File: src/rtl/fruit_pkg.sv
// Shared definitions for the fruit spawner stages: coordinate/colour widths,
// the dropper state type and the spawn-value helpers.
package fruit_pkg;

  localparam int COORD_W  = 7;
  localparam int COLOUR_W = 3;
  localparam logic [COLOUR_W-1:0] COLOUR_BLACK = 3'b111;

  typedef enum logic [1:0] {
    GAP   = 2'd0,
    SPAWN = 2'd1,
    FALL  = 2'd2
  } state_t;

  // Raw 7-bit values only overshoot by less than 64, and the column count is at least 64.
  // So a single conditional subtraction always lands inside the legal range.
  function automatic logic [COORD_W-1:0] wrap_column(input logic [COORD_W-1:0] raw,
                                                     input logic [COORD_W-1:0] limit);
    logic [COORD_W-1:0] col;
    col = raw;
    if (raw >= limit) col = raw - limit;
    return col;
  endfunction

  // Black means "no fruit", so a random black is turned into a visible colour.
  function automatic logic [COLOUR_W-1:0] spawn_colour(input logic [COLOUR_W-1:0] raw);
    logic [COLOUR_W-1:0] c;
    c = raw;
    if (raw == COLOUR_BLACK) c = 3'b000;
    return c;
  endfunction

endpackage

File: src/rtl/fruit_dropper_lfsr16.sv
// Free-running 16-bit Fibonacci LFSR (taps 16,14,13,11), reloaded with SEED on reset.
module lfsr16 #(
  parameter logic [15:0] SEED = 16'hACE1
) (
  input  logic        clk,
  input  logic        reset,
  output logic [15:0] q
);

  logic feedback;

  assign feedback = q[15] ^ q[13] ^ q[12] ^ q[10];

  always_ff @(posedge clk) begin
    if (reset) q <= SEED;
    else       q <= {q[14:0], feedback};
  end

endmodule

File: src/rtl/fruit_dropper.sv
// Spawns one falling fruit at a time at a pseudo-random column and colour, steps it
// down every FALL_DIV frames and reports one-cycle caught/missed pulses.
module fruit_dropper
  import fruit_pkg::*;
#(
  parameter int          X_LIMIT    = 120,
  parameter int          Y_LIMIT    = 120,
  parameter int          FALL_DIV   = 4,
  parameter int          GAP_FRAMES = 8,
  parameter logic [15:0] SEED       = 16'hACE1
) (
  input  logic                clk,
  input  logic                reset,
  input  logic                frame_tick,
  input  logic                enable,
  input  logic                hit,
  output logic [COORD_W-1:0]  fruitx,
  output logic [COORD_W-1:0]  fruity,
  output logic [COLOUR_W-1:0] colour,
  output logic                caught,
  output logic [COLOUR_W-1:0] caught_colour,
  output logic                missed
);

  localparam int GAP_W = (GAP_FRAMES > 1) ? $clog2(GAP_FRAMES) : 1;
  localparam int DIV_W = (FALL_DIV > 1) ? $clog2(FALL_DIV) : 1;

  localparam logic [GAP_W-1:0]   GAP_LAST = GAP_W'(GAP_FRAMES - 1);
  localparam logic [DIV_W-1:0]   DIV_LAST = DIV_W'(FALL_DIV - 1);
  localparam logic [COORD_W-1:0] X_MAX    = COORD_W'(X_LIMIT);
  localparam logic [COORD_W-1:0] Y_LAST   = COORD_W'(Y_LIMIT - 1);

  logic [15:0]      lfsr;
  logic [5:0]       lfsr_unused;
  state_t           state;
  logic [GAP_W-1:0] gapcnt;
  logic [DIV_W-1:0] div;
  logic             frame_step;

  lfsr16 #(
    .SEED (SEED)
  ) u_lfsr (
    .clk   (clk),
    .reset (reset),
    .q     (lfsr)
  );

  assign lfsr_unused = lfsr[15:10];
  assign frame_step  = frame_tick & enable;

  // A catch takes priority over a frame step, so a fruit hit on its bottom step is caught.
  always_ff @(posedge clk) begin
    if (reset) begin
      state         <= GAP;
      fruitx        <= '0;
      fruity        <= '0;
      colour        <= COLOUR_BLACK;
      caught        <= 1'b0;
      missed        <= 1'b0;
      caught_colour <= '0;
      gapcnt        <= '0;
      div           <= '0;
    end else begin
      caught <= 1'b0;
      missed <= 1'b0;
      case (state)
        GAP: begin
          colour <= COLOUR_BLACK;
          if (frame_step) begin
            if (gapcnt == GAP_LAST) begin
              gapcnt <= '0;
              state  <= SPAWN;
            end else begin
              gapcnt <= gapcnt + 1'b1;
            end
          end
        end

        SPAWN: begin
          fruitx <= wrap_column(lfsr[6:0], X_MAX);
          fruity <= '0;
          colour <= spawn_colour(lfsr[9:7]);
          div    <= '0;
          state  <= FALL;
        end

        FALL: begin
          if (hit) begin
            caught        <= 1'b1;
            caught_colour <= colour;
            colour        <= COLOUR_BLACK;
            state         <= GAP;
          end else if (frame_step) begin
            if (div == DIV_LAST) begin
              div <= '0;
              if (fruity == Y_LAST) begin
                missed <= 1'b1;
                colour <= COLOUR_BLACK;
                state  <= GAP;
              end else begin
                fruity <= fruity + 1'b1;
              end
            end else begin
              div <= div + 1'b1;
            end
          end
        end

        default: state <= GAP;
      endcase
    end
  end

endmodule

File: config.mk
export PLATFORM = sky130hd
export DESIGN_NAME = fruit_dropper
export DESIGN_NICKNAME = d
export VERILOG_FILES = /design/src/rtl/fruit_pkg.sv /design/src/rtl/fruit_dropper_lfsr16.sv /design/src/rtl/fruit_dropper.sv
export SDC_FILE = /design/constraint.sdc
export NUM_CORES = 1
export LEC_CHECK = 0
export ABC_AREA = 1
export CAP_MARGIN = 20
export CORE_MARGIN = 1.5
export CORE_UTILIZATION = 45
export CTS_CLUSTER_DIAMETER = 30
export DETAILED_ROUTE_END_ITERATION = 7
export GPL_ROUTABILITY_DRIVEN = 0
export HOLD_SLACK_MARGIN = 0.06
export PLACE_DENSITY = 0.68
export SLEW_MARGIN = 25
export SYNTH_ARGS = -nofsm -noshare
export SYNTH_HDL_FRONTEND = slang
export SYNTH_SLANG_ARGS = --single-unit
export TNS_END_PERCENT = 10
File: constraint.sdc
create_clock -name clk -period 1.77 [get_ports clk]
set_input_delay 0.354 -clock clk [delete_from_list [all_inputs] [get_ports clk]]
set_output_delay 0.354 -clock clk [all_outputs]
set_load 0.02 [all_outputs]
==> reports/metrics.sh, run 1 <==
MAX-SLEW-MARGIN-REL_PCT=84.31
FINALWIRELENGTH_UM=3564
POST_CTS_RESIZE_COUNT=0
GRTUSAGETOTAL_PCT=17.29
FINAL-HOLD-VIOLATION-COUNT=0
NETLIST_INSTANCES=244
CTS_MADE_BUFFERS=5
POST_SYNTH_MUX_AREA_SHARE_PCT=0
SYN_AREA_UM2=1874
MAXCLOCKFREQUENCY_MHz=593.0
ROOT_BUFFER='clkbuf_8'
DETAIL-ROUTE-ANTENNA-NETS=0
SYNTH_TOP_FAMILY_BY_AREA='simple AND/OR/NAND/NOR gates'
VIA_COUNT=1588
FINAL_LAYOUT_SIZE_SUFFIX_GT1_SHARE_PCT=9.353
SYN-MEAN-INSTANCE-AREA_UM2=7.682
AREA_GROWTH_PCT=23.16
TIMING.SETUP.TNS_NS=0
SYNTH_SEQ_CELLS=45
ANTENNA_CELLS_INSERTED=0
DETAIL_ROUTE.VIAS_PER_CELL=4.841
SYNTH_COMPOUND_AREA_SHARE_PCT=9.546
LARGEST_NET_DEGREE_AT_THE_START_OF_GLOBAL_ROUTING=21
POST_SYNTHESIS_SHARE_OF_CELL_AREA_SPENT_ON_AND_OR_NAND_AND_NOR_GATES_PCT=30.84
START_UTIL_PCT=46.86
DIE-WIDTH_UM=67.54
WORSTPATHARRIVAL_NS=1.33
FINAL.MIN_CLOCK_PERIOD_NS=1.686
FINAL.SETUP_SKEW_NS=0.008122
POSTCTSHOLDBUFS=0
WORST_SETUP_PATH_START_KIND='flop'
PERIOD_SHARE_PCT=95.27
DRV_CAP=0
FINALNETCOUNT=287
FIRST_ITER_VIOLATIONS=95
PATH_CELLS='clkdlybuf4s50_1'
FIN_WS_NS=0.08366
TIMING.CRITICAL_PATH.SLOWEST_STAGE_CELL='clkdlybuf4s50_1'
SYNTH-WARNING-COUNT=0
IO_PINS=27
P_LEAK_nW=1.054
PLACE_AREA_UM2=2205
CP_MAX_FO=5
CPLARGESTDELAYFAMILY='buffers and inverters'
TIMING.CRITICAL_PATH.SLOWEST_CELL_DELAY_NS=0.63
VIA_COUNT_OF_THE_FIRST_GLOBAL_ROUTING_PASS=1377
PLACE_WS_NS=0.1001
REPORT.FINAL.SETUP_VIOL=0
CORE_REGION_AREA_UM2=4000
GRT_PASS1_WL_UM=5858
P_INT_mW=1.396
TIMING.FINAL.MAX_SLEW_VIOLATIONS=0
FINAL_CELL_AREA_UM2=2308
ROUTEDWLPERCELL_UM=10.87
STD_CELL_ROWS=23
POSTCTSSETUPREPAIRBUFS=0
P_CLK_SHARE_PCT=36.6
IO_BUFFERS=26
GLOBAL_ROUTE.OVERFLOW_TOTAL=0
FP.DIEH_UM=67.54
CRITICAL_PATH_REQUIRED_NS=1.42
MAX-VDD-IR-DROP_V=0.0004829
ANTENNA_FOUND_INITIAL=0
NUMBER_OF_SINKS_DRIVEN_BY_THE_CLOCK_TREE=45
POWER_SWITCHING_uW=411.3
GRT_SETUP_UNREPAIRED='no'
HTREEDEPTH=2
RUN_STATUS='completed'
PLACE_HPWL_UM=2520
DETAILED_ROUTE_DRC_ERROR_COUNT=0
SHARE_COMB_OF_TOTAL_POWER_PCT=4.9
SYNTH_SEQUENTIAL_AREA_RATIO_PCT=48.06
DRT_PASS1_ITERATIONS=4
SYNTHXORXNORAREAFRAC_PCT=1.402
CTS.REPORTEDPATHS.CLKPINSLEW_NS=0.09
CLOCK_PATH_BUFFERS=2
TIMING.SETUP.CRITICAL_PATH_CLASS='flop to output pin'
SWITCHING_SHARE_PCT=22.75
CLOCK_INSERTION_DELAY_WORST_SKEW_NS=0.30
HOLDCRITPATHCLASS='flop to flop'
CELL_AREA_POWER_DENSITY_nW_PER_UM2=783.0
TIGHTEST_SLEW_NS=0.2350
CP-END-KIND='output pin'
POST_SYNTH_FA_HA_MAJ_AREA_FRACTION_PCT=3.338
SYNTHESIS.NETS=254
PWR-SHARE-SEQ_PCT=58.5
TRITONCTS_CLOCK_TREE='built'
DIE-AREA_UM2=4561
BUF_INV_ON_CP=1
SYNTH_CELL_TYPES=27
## cell usage after synthesis
cell | n | area [um2]
inv_2 | 1 | 3.750
ha_1 | 5 | 62.56
nor2_4 | 1 | 11.26
nand3_1 | 28 | 140.1
xor2_1 | 2 | 17.52
nand2_1 | 46 | 172.7
o21bai_4 | 1 | 18.77
nand2_4 | 2 | 22.52
dfxtp_1 | 45 | 900.9
xnor2_1 | 1 | 8.760
buf_2 | 1 | 5.000
nor3_1 | 1 | 5.000
nor4_1 | 1 | 6.260
o211a_1 | 1 | 10.01
nor2_2 | 1 | 6.260
nand2_2 | 1 | 6.260
o21ai_0 | 14 | 70.07
nor2_1 | 37 | 138.9
a21oi_1 | 16 | 80.08
clkbuf_8 | 1 | 13.76
or2_2 | 5 | 31.28
nand3b_1 | 1 | 7.510
nand3_2 | 1 | 10.01
nand4_1 | 2 | 12.51
inv_1 | 25 | 93.84
nor3b_1 | 1 | 7.510
clkbuf_1 | 3 | 11.26
## layer usage
layer / track usage (%) / up-vias / wire, um
li1: - / 855 / -
met1: 21.68 / 698 / 1802
met2: 27.08 / 30 / 1525
met3: 5.500 / 5 / 169
met4: 7.653 / 0 / 68
met5: 0 / - / 0
## stage by stage
stage / power [mW] / utilization (%) / std cells / hold WS [ns]
5_1_grt: 1.882 / 57.71 / 328 / 0.4254
6_report: 1.808 / 57.71 / 328 / 0.4028
4_1_cts: 1.829 / 57.52 / 328 / 0.4110
2_1_floorplan: 1.138 / - / 244 / 0.3883
3_3_place_gp: 1.168 / 55.11 / 320 / 0.3894
3_5_place_dp: 1.170 / 55.11 / 320 / 0.3945
## path summary, 6_finish.rpt
path | startpoint | to | slack [ns] | depth (start not counted)
worst min register to register | u_lfsr.q[11] | u_lfsr.q[12] | 0.40 | 2
worst max register to register | fruity[1] | colour[0] | 0.25 | 8
worst max-delay path | fruity[0] | fruity[0] | 0.08 | 1
worst min-delay path | u_lfsr.q[11] | u_lfsr.q[12] | 0.40 | 2
## final cells by class
| class | instances | area (um2) |
|---|---|---|
| well taps | 50 | 62.56 |
| multi-input cells | 168 | 845.8 |
| flip-flops and latches | 45 | 900.9 |
| inverters | 26 | 97.59 |
| clock inverters | 2 | 13.76 |
| fillers | 392 | 1692 |
| clock buffers | 6 | 82.58 |
| repair buffers | 31 | 305.3 |
## flip-flops by register name, summed over array words and instances, names as in the netlist
name           cells
colour             3
caught_colour      3
fruitx             7
state              2
fruity             7
gapcnt             3
caught             1
div                2
u_lfsr.q          16
missed             1
## power groups by stage
stage          clock (mW)  sequential [mW]  combinational [mW]
6_report            0.661             1.06              0.0889
5_1_grt             0.718             1.06               0.102
4_1_cts             0.683             1.06              0.0891
3_5_place_dp            0             1.08              0.0882
3_3_place_gp            0             1.08              0.0871
2_1_floorplan           0             1.08              0.0600
## placed cells by master, fill, tap and decap left out, types with 2 or more instances in the layout
cell and count:
nand2_1 46, dfxtp_1 45, nor2_1 37, nand3_1 28
inv_1 25, clkdlybuf4s50_1 23, a21oi_1 16, o21ai_0 14
clkbuf_8 6, or2_2 5, ha_1 5, buf_4 5
dlymetal6s2s_1 3, nand2_4 2, nand4_1 2, xor2_1 2
## kinds of logic (layout without fill, tap and decap cells)
kind of cell             after synthesis  after routing
AND/OR/NAND/NOR                      128            128
flip-flops                            45             45
AO/OA/AOI/OAI                         32             32
buffers and inverters                 31             65
adder cells (fa/ha/maj)                5              5
XOR/XNOR                               3              3
No activity file was read; power rests on OpenSTA's default activity.
==> run 2: changes to the inputs <==
--- a/config.mk
+++ b/config.mk
@@ -7,7 +7,7 @@
 export LEC_CHECK = 0
 export ABC_AREA = 1
 export CAP_MARGIN = 20
-export CORE_MARGIN = 1.5
+export CORE_MARGIN = 5
 export CORE_UTILIZATION = 45
 export CTS_CLUSTER_DIAMETER = 30
 export DETAILED_ROUTE_END_ITERATION = 7
==> run 2 against run 1 <==
Against the previous run:
- clock power is 19% higher
- sequential power hardly changed
- register-to-register slack better by 0.02 ns
- worst setup slack worse by 0.0053 ns
- first-iteration DRC count is 23% higher
- flip-flop and latch count stayed put
- hold slack worse by 0.0011 ns
- die area is 22% higher
- sequential share of layout area is 0.60 points lower
- critical path depth stayed put
- core utilization is 0.49 points higher
- clock-buffer cell count is 1 lower
- critical path type unchanged
- largest cell class unchanged
- largest power group unchanged
==> reports/metrics.sh, run 2 (synthesis gave the netlist of run 1 again) <==
RUN_STATUS='completed'
P_LEAK_nW=1.086  # +3.0%
DETAIL-ROUTE-ANTENNA-NETS=0  # unchanged
SEQUENTIAL_CELL_AREA_UM2=900.9  # unchanged
WORST_SETUP_PATH_START_KIND='flop'
DETAILED_ROUTE_DRC_ERROR_COUNT=0  # unchanged
ROOT_BUFFER='clkbuf_8'
LARGEST-REGISTER='u_lfsr.q'
PATH_CELLS='clkdlybuf4s50_1'
MULTI_INPUT_AREA_UM2=845.8  # unchanged
VIA_COUNT_OF_THE_FIRST_GLOBAL_ROUTING_PASS=1468  # +6.6%
ANTENNA_FOUND_INITIAL=0  # unchanged
FP.DIEH_UM=74.54  # +10%
IO_PINS=27  # unchanged
MAXCLOCKFREQUENCY_MHz=591.1  # -0.31%
DRV_CAP=0  # unchanged
CPLARGESTDELAYFAMILY='buffers and inverters'
ROUTEDWLPERCELL_UM=11.34  # +4.4%
FINAL_LAYOUT_SIZE_SUFFIX_GT1_SHARE_PCT=10.00  # +0.65 points
CTS_MADE_BUFFERS=5  # unchanged
POSTCTSSETUPREPAIRBUFS=0  # unchanged
REPORT.POWER.TOTAL_mW=1.933  # +7.0%
P_CLK_SHARE_PCT=40.6  # +4.0 points
CELL_AREA_POWER_DENSITY_nW_PER_UM2=824.6  # +5.3%
DRT_PASS1_ITERATIONS=4  # unchanged
TIMING.SETUP.TNS_NS=0  # unchanged
P_INT_mW=1.505  # +7.8%
AREA_GROWTH_PCT=25.10
FINALWIRELENGTH_UM=3743  # +5.0%
POSTCTSHOLDBUFS=0  # unchanged
MAX-SLEW-MARGIN-REL_PCT=83.10  # -1.2 points
BUF_INV_ON_CP=1  # unchanged
LARGEST_NET_DEGREE_AT_THE_START_OF_GLOBAL_ROUTING=20  # -4.8%
CLOCK_INSERTION_DELAY_WORST_SKEW_NS=0.30  # about the same
REPORT.FINAL.SETUP_VIOL=0  # unchanged
TIMING.SETUP.CRITICAL_PATH_CLASS='flop to output pin'
FINALNETCOUNT=289  # +0.70%
SHARE_COMB_OF_TOTAL_POWER_PCT=4.7  # -0.2 points
CORE_REGION_AREA_UM2=4029  # +0.72%
FIRST_ITER_VIOLATIONS=117  # +23%
GRT_PASS1_WL_UM=6486  # +11%
DIE-AREA_UM2=5555  # +22%
POWER_SWITCHING_uW=428.4  # +4.2%
TIMING.FINAL.MAX_SLEW_VIOLATIONS=0  # unchanged
VIA_COUNT=1588  # unchanged
PLACE_HPWL_UM=2761  # +9.5%
POST_CTS_RESIZE_COUNT=0  # unchanged
TIMING.CRITICAL_PATH.SLOWEST_STAGE_CELL='clkdlybuf4s50_1'
GLOBAL_ROUTE.OVERFLOW_TOTAL=0  # unchanged
DIE-WIDTH_UM=74.54  # +10%
GRTUSAGETOTAL_PCT=15.31  # -2.0 points
START_UTIL_PCT=46.52  # -0.33 points
MAX-VDD-IR-DROP_V=0.0004928  # +2.1%
NUMBER_OF_SINKS_DRIVEN_BY_THE_CLOCK_TREE=45  # unchanged
FINAL-HOLD-VIOLATION-COUNT=0  # unchanged
STD_CELL_ROWS=23  # unchanged
GRT_SETUP_UNREPAIRED='no'
SWITCHING_SHARE_PCT=22.16  # -0.59 points
PERIOD_SHARE_PCT=95.57  # +0.30 points
CLOCK_PATH_BUFFERS=2  # unchanged
N_FILL_CELL=384  # -2.0%
LAYOUT_COMMONEST_CELL='nand2_1'
CP_MAX_FO=5  # unchanged
HTREEDEPTH=2  # unchanged
CRITICAL_PATH_REQUIRED_NS=1.42  # about the same
TIGHTEST_SLEW_NS=0.2529  # +0.01791 ns
FINAL.SETUP_SKEW_NS=0.006159  # -0.001963 ns
DETAIL_ROUTE.VIAS_PER_CELL=4.812  # -0.61%
FINAL_CELL_MIX='nand2_1 (46), dfxtp_1 (45), nor2_1 (37), nand3_1 (28), inv_1 (25)'
LARGESTREGISTERS='u_lfsr.q: 16 flops, fruitx: 7 flops, fruity: 7 flops'
MAX_FFS_PER_REGISTER=16  # unchanged
TRITONCTS_CLOCK_TREE='built'
FINAL.MIN_CLOCK_PERIOD_NS=1.692  # +0.005291 ns
IO_BUFFERS=26  # unchanged
ANTENNA_CELLS_INSERTED=0  # unchanged
WORSTPATHARRIVAL_NS=1.34  # about the same
TIMING.CRITICAL_PATH.SLOWEST_CELL_DELAY_NS=0.63  # about the same
HOLDCRITPATHCLASS='flop to flop'
CP-END-KIND='output pin'
PWR-SHARE-SEQ_PCT=54.7  # -3.8 points
CTS.REPORTEDPATHS.CLKPINSLEW_NS=0.09  # about the same
run 2: changes by cell type in the layout (fill, tap and decap cells not counted), sizes merged:
cell	change
buf	+2
bufinv	+1
clkbuf	-1
clkdlybuf4s50	-1
clkinv	-1
clkinvlp	+1
dlymetal6s2s	+1
run 2: worst paths after layout:
kind                              startpoint           end  slack [ns]  cells past startpoint
worst max-delay path               fruity[5]     fruity[5]        0.08                      1
worst min-delay path            u_lfsr.q[11]  u_lfsr.q[12]        0.40                      2
worst max register to register     fruity[1]     colour[2]        0.27                      8
worst min register to register  u_lfsr.q[11]  u_lfsr.q[12]        0.40                      2
run 2: power groups by stage:
stage | combinational [mW] | sequential, mW | clock, mW
6_report | 0.0913 | 1.06 | 0.784
5_1_grt | 0.107 | 1.06 | 0.855
4_1_cts | 0.0925 | 1.06 | 0.802
3_5_place_dp | 0.0920 | 1.08 | 0
3_3_place_gp | 0.0910 | 1.08 | 0
2_1_floorplan | 0.0600 | 1.08 | 0
run 2: routing by layer:
| metal | global-route usage [%] | routed length [um] | vias to the layer above |
|---|---|---|---|
| met1 | 19.98 | 1900 | 705 |
| met5 | 0 | 0 | - |
| met4 | 5.929 | 62 | 0 |
| li1 | - | - | 854 |
| met3 | 4.730 | 176 | 7 |
| met2 | 23.71 | 1603 | 22 |
run 2: area by class of cell:
cell class	instances	area share, %
multi-input cells	168	36.07
clock buffers	5	2.935
clock inverters	3	1.974
inverters	26	4.162
well taps	50	2.668
flip-flops and latches	45	38.42
repair buffers	33	13.77
run 2: metrics by stage:
step / hold WS [ns] / worst slack [ns] / cells / instance area [um2] / utilization (%)
2_1_floorplan: 0.3883 / 0.3156 / 244 / 1874 / -
3_3_place_gp: 0.3903 / 0.1201 / 322 / 2220 / 55.09
3_5_place_dp: 0.3921 / 0.1060 / 322 / 2220 / 55.09
4_1_cts: 0.4046 / 0.01042 / 330 / 2335 / 57.95
5_1_grt: 0.4063 / 0.003757 / 330 / 2345 / 58.20
6_report: 0.4017 / 0.07837 / 330 / 2345 / 58.20
